--- config.mk ---
export PLATFORM = sky130hd
export DESIGN_NAME = feedback_pulser
export DESIGN_NICKNAME = d
export VERILOG_FILES = /design/src/rtl/feedback_pulser.sv
export SDC_FILE = /design/constraint.sdc
export NUM_CORES = 1
export LEC_CHECK = 0
export CORE_MARGIN = 2
export CORE_UTILIZATION = 35
export DETAILED_ROUTE_END_ITERATION = 10
export RECOVER_POWER = 50
export SLEW_MARGIN = 0
export SYNTH_ARGS = -nofsm -noshare
export SYNTH_HDL_FRONTEND = slang
export SYNTH_SLANG_ARGS = --single-unit
--- constraint.sdc ---
create_clock -name clock -period 2.9 [get_ports clock]
set_input_delay 0.725 -clock clock [delete_from_list [all_inputs] [get_ports clock]]
set_output_delay 0.725 -clock clock [all_outputs]
set_load 0.03 [all_outputs]
--- src/rtl/feedback_pulser.sv ---
// Turns single-cycle event strobes into visible LED/buzzer blink trains.
// While a train plays it holds one pending request and flags any request it has to drop.
module feedback_pulser #(
    parameter int TICK_DIV  = 50000,
    parameter int ON_TICKS  = 100,
    parameter int OFF_TICKS = 100
) (
    input  logic       clock,
    input  logic       resetn,
    input  logic       trigger,
    input  logic [3:0] count,
    input  logic       clear_ovf,
    output logic       pulse_out,
    output logic       busy,
    output logic       done,
    output logic       overflow
);

    localparam int PW   = $clog2(TICK_DIV);
    localparam int MAXT = (ON_TICKS > OFF_TICKS) ? ON_TICKS : OFF_TICKS;
    localparam int TW   = (MAXT > 1) ? $clog2(MAXT) : 1;

    localparam logic [PW-1:0] PRESC_LAST = PW'(TICK_DIV - 1);
    localparam logic [TW-1:0] ON_LAST    = TW'(ON_TICKS - 1);
    localparam logic [TW-1:0] OFF_LAST   = TW'(OFF_TICKS - 1);

    typedef enum logic [1:0] {
        IDLE,
        ON,
        OFF
    } state_t;

    state_t        state, state_nx;
    logic [PW-1:0] presc, presc_nx;
    logic [TW-1:0] ticks, ticks_nx;
    logic [3:0]    remain, remain_nx;
    logic          pend_valid, pend_valid_nx;
    logic [3:0]    pend_cnt, pend_cnt_nx;
    logic          pulse_nx, busy_nx, done_nx, overflow_nx;
    logic          ovf_set;
    logic          tick, on_end, off_end, seq_end;
    logic [3:0]    req_cnt;

    assign req_cnt = (count == 4'd0) ? 4'd1 : count;
    assign tick    = (presc == PRESC_LAST);
    assign on_end  = (state == ON)  && tick && (ticks == ON_LAST);
    assign off_end = (state == OFF) && tick && (ticks == OFF_LAST);
    assign seq_end = off_end && (remain == 4'd1);

    always_ff @(posedge clock or negedge resetn) begin
        if (!resetn) begin
            state      <= IDLE;
            presc      <= '0;
            ticks      <= '0;
            remain     <= '0;
            pend_valid <= 1'b0;
            pend_cnt   <= '0;
            pulse_out  <= 1'b0;
            busy       <= 1'b0;
            done       <= 1'b0;
            overflow   <= 1'b0;
        end else begin
            state      <= state_nx;
            presc      <= presc_nx;
            ticks      <= ticks_nx;
            remain     <= remain_nx;
            pend_valid <= pend_valid_nx;
            pend_cnt   <= pend_cnt_nx;
            pulse_out  <= pulse_nx;
            busy       <= busy_nx;
            done       <= done_nx;
            overflow   <= overflow_nx;
        end
    end

    always_comb begin
        state_nx      = state;
        presc_nx      = presc + 1'b1;
        ticks_nx      = ticks;
        remain_nx     = remain;
        pend_valid_nx = pend_valid;
        pend_cnt_nx   = pend_cnt;
        ovf_set       = 1'b0;

        if (tick) begin
            presc_nx = '0;
            ticks_nx = ticks + 1'b1;
        end

        case (state)
            IDLE: begin
                presc_nx = '0;
                ticks_nx = '0;
                if (trigger) begin
                    state_nx  = ON;
                    remain_nx = req_cnt;
                end
            end
            ON: begin
                if (on_end) begin
                    state_nx = OFF;
                    presc_nx = '0;
                    ticks_nx = '0;
                end
            end
            OFF: begin
                if (off_end) begin
                    presc_nx  = '0;
                    ticks_nx  = '0;
                    remain_nx = remain - 4'd1;
                    if (remain != 4'd1) begin
                        state_nx = ON;
                    end else if (pend_valid) begin
                        // The pending request starts and a same-cycle trigger refills the slot.
                        state_nx      = ON;
                        remain_nx     = pend_cnt;
                        pend_valid_nx = trigger;
                        if (trigger) begin
                            pend_cnt_nx = req_cnt;
                        end
                    end else if (trigger) begin
                        state_nx  = ON;
                        remain_nx = req_cnt;
                    end else begin
                        state_nx = IDLE;
                    end
                end
            end
            default: begin
                state_nx = IDLE;
            end
        endcase

        if (trigger && (state != IDLE) && !seq_end) begin
            if (!pend_valid) begin
                pend_valid_nx = 1'b1;
                pend_cnt_nx   = req_cnt;
            end else begin
                ovf_set = 1'b1;
            end
        end

        overflow_nx = ovf_set | (overflow & ~clear_ovf);
        pulse_nx    = (state_nx == ON);
        busy_nx     = (state_nx != IDLE);
        // Flag the final OFF cycle one edge early so the registered strobe lands on it.
        done_nx     = (state_nx == OFF) && (presc_nx == PRESC_LAST) &&
                      (ticks_nx == OFF_LAST) && (remain_nx == 4'd1);
    end

endmodule
==> results.sh <==
export IMPL_outcome="finished, violations left"
export IMPL_violations="max-capacitance violations, max-slew violations"
export IMPL_finalHoldViolations=0
export IMPL_overflow=0
export IMPL_grt_usage_pct=14.75
export IMPL_yosysTopAreaCell="dfrtp_1"
export IMPL_final_common_cell="dfrtp_1"
export IMPL_post_synth_top_area_fraction_pct=42.34
export IMPL_antenna_found_initial=0
export IMPL_cap_violations=1
export IMPL_worstSetupStartpointType="flip-flop"
export IMPL_syn_avg_cell_area_sq_um=9.093
export IMPL_fin_crit_sh_pct=92.71
export IMPL_setup_viol=0
export IMPL_port_buffers=11
export IMPL_cts_buffers=5
export IMPL_synth_edf_count=0
export IMPL_ff2ff_path_depth=7
export IMPL_syn_inst=247
export IMPL_routedWlPerCell_um=14.34
export IMPL_max_slew_margin_pct=-36.71
export IMPL_final_layout_size_suffix_gt1_share_pct=9.886
export IMPL_syn_cell_area_sq_mm=0.002246
export IMPL_firstDrtPassIters=4
export IMPL_initial_core_util_pct=35.78
export IMPL_hold_depth=1
export IMPL_yosysUniqueCellTypes=48
export IMPL_ys_warn_count=0
export IMPL_drt_iter0_markers=63
export IMPL_synth_ff_type="dfrtp_1"
export IMPL_cts_tree="built"
export IMPL_rows=29
export IMPL_wl_um=4876
export IMPL_num_antenna_cells=0
export IMPL_required_ps=3110
export IMPL_synth_seq_cells=38
export IMPL_coreArea_sq_mm=0.006277
export IMPL_clock_path_buffers=2
export IMPL_yosys_top_cells_area="dfrtp_1 (42%), nor2_1 (4.7%), xnor2_1 (4.7%)"
export IMPL_p_leak_uw=0.001059
export IMPL_die_h_um=84.11
export IMPL_syn2layout_area_growth_pct=14.32
export IMPL_synth_fp_nets=259
export IMPL_vias=1874
export IMPL_gp_congestion=0.8426
export IMPL_tightest_slew_ps=2051
export IMPL_nets=274
export IMPL_tns_ps=0
export IMPL_fp_dieW_um=84.11
export IMPL_crit_type="flip-flop to flip-flop"
export IMPL_clock_skew_ps=13.78
export IMPL_htreeDepth=2
export IMPL_cts_root_buffer="clkbuf_8"
export IMPL_final_cell_mix="dfrtp_1 (38), nor2_1 (28), nand2_1 (15)"
export IMPL_grt_pass1_wl_um=8418
export IMPL_rsz0062_at_grt="false"
export IMPL_async_flop_share_pct=100.0
export IMPL_drv_slew=39
export IMPL_place_hpwl_um=3622
export IMPL_clkTransAtPathRegs_ps=80
export IMPL_critPathMaxFanout=6
export IMPL_seq_area_frac_synth_pct=42.34
export IMPL_p_total_uw=1020
export IMPL_grt_pass1_vias=1717
export IMPL_max_freq_mhz=371.9
export IMPL_die_area_sq_mm=0.007074
export IMPL_grt_max_degree=39
export IMPL_post_cts_repair_setup_buffers=0
export IMPL_fin_crit_ps=2689
export IMPL_ant_nets=0
export IMPL_worst_ep_arrival_time_ps=2900
export IMPL_drc=0
export IMPL_cts_sinks=38
export IMPL_min_path_type="flip-flop to flip-flop"
export IMPL_ios=12
export IMPL_cellPowerDensity_mw_per_mm2=397.1
export IMPL_ir_drop_mv=0.2392
export IMPL_avgViaCountPerCell=5.512
export IMPL_crit_path_end_kind="flip-flop"
export IMPL_insertion_delay_ps=300
[final timing paths]
kind / from / to / slack (ps)
max: presc[0]$_DFF_PN0_ / done$_DFF_PN0_ / 210
min: overflow$_DFF_PN0_ / overflow$_DFF_PN0_ / 500
max reg2reg: presc[0]$_DFF_PN0_ / done$_DFF_PN0_ / 210
min reg2reg: overflow$_DFF_PN0_ / overflow$_DFF_PN0_ / 500
max in group asynchronous: resetn / ticks[2]$_DFF_PN0_ / 710
min in group asynchronous: resetn / presc[12]$_DFF_PN0_ / 1010
[cell type report]
class,instances,area (sq um)
Clock buffer,5,68.82
Tap cell,77,96.34
Fill cell,632,3710
Timing Repair Buffer,20,167.7
Clock inverter,3,40.04
Sequential cell,38,950.9
Multi-Input combinational cell,184,1195
Inverter,13,48.80
[through the flow]
stage / instances / cell area, sq um / setup slack (ps) / hold WS (ps) / utilization, %
2_1_floorplan: 247 / 2246 / 200.0 / 429.4 / -
3_3_place_gp: 332 / 2460 / 201.6 / 481.4 / 39.19
3_5_place_dp: 332 / 2460 / 123.5 / 486.5 / 39.19
4_1_cts: 340 / 2569 / 116.1 / 504.2 / 40.92
5_1_grt: 340 / 2567 / 10.48 / 544.0 / 40.90
6_report: 340 / 2567 / 211.3 / 496.1 / 40.90
[worst max-delay path: stages, from the launching register on]
cell and delay, ps:
dfrtp_1 410, ha_1 240, nand3_2 130, or4_1 570, or4_4 580, o211a_1 260, nor4b_2 190, nor4b_2 220
[cells by family (layout without fill, tap and decap cells)]
logic type                 count (synthesis)  count (layout)  synth area share (%)
adders and majority gates                  4               4                 2.229
and+or+nand+nor                          110             110                 27.52
muxes                                      4               4                 1.950
xor gates and xnor gates                  23              23                 8.969
DFF                                       38              38                 42.34
buffers and inverters                     25              41                 4.624
AOI/OAI and AO/OA                         43              43                 12.37
[per-layer routing]
layer  wire length, um  vias up  track usage [%]
met5                 0        -                0
met4               103        0            5.718
met3               125       10            3.066
met2              2194       24            21.86
met1              2453      914            21.10
li1                  -      926                -
[cells in the mapped netlist (4+ instances only)]
cell type / number
nand2_1: 15
inv_1: 13
o21ai_0: 10
nor4_1: 6
o31ai_1: 4
xor2_1: 11
nand4_1: 8
a21oi_1: 12
nor2_1: 28
nor3_1: 11
xnor2_1: 12
clkbuf_1: 9
dfrtp_1: 38
nand3_1: 10
ha_1: 4
[flip-flops by register name, summed over array words and instances, names as in the netlist]
register    count
presc          16
done            1
remain          4
pend_cnt        4
overflow        1
pulse_out       1
busy            1
ticks           7
state           2
pend_valid      1
[power breakdown]
| group | internal, uW | switching [uW] | total (uW) |
|---|---|---|---|
| Clock | 253 | 194 | 447 |
| Sequential | 531 | 1.22 | 532 |
| Combinational | 15.4 | 24.3 | 39.7 |
[timing repair]
action	CTS	global route
setup endpoints to repair	0	1
gates resized for setup	0	1
hold endpoints to repair	0	0
hold buffers	0	0
(Power assumes the default switching activity.)
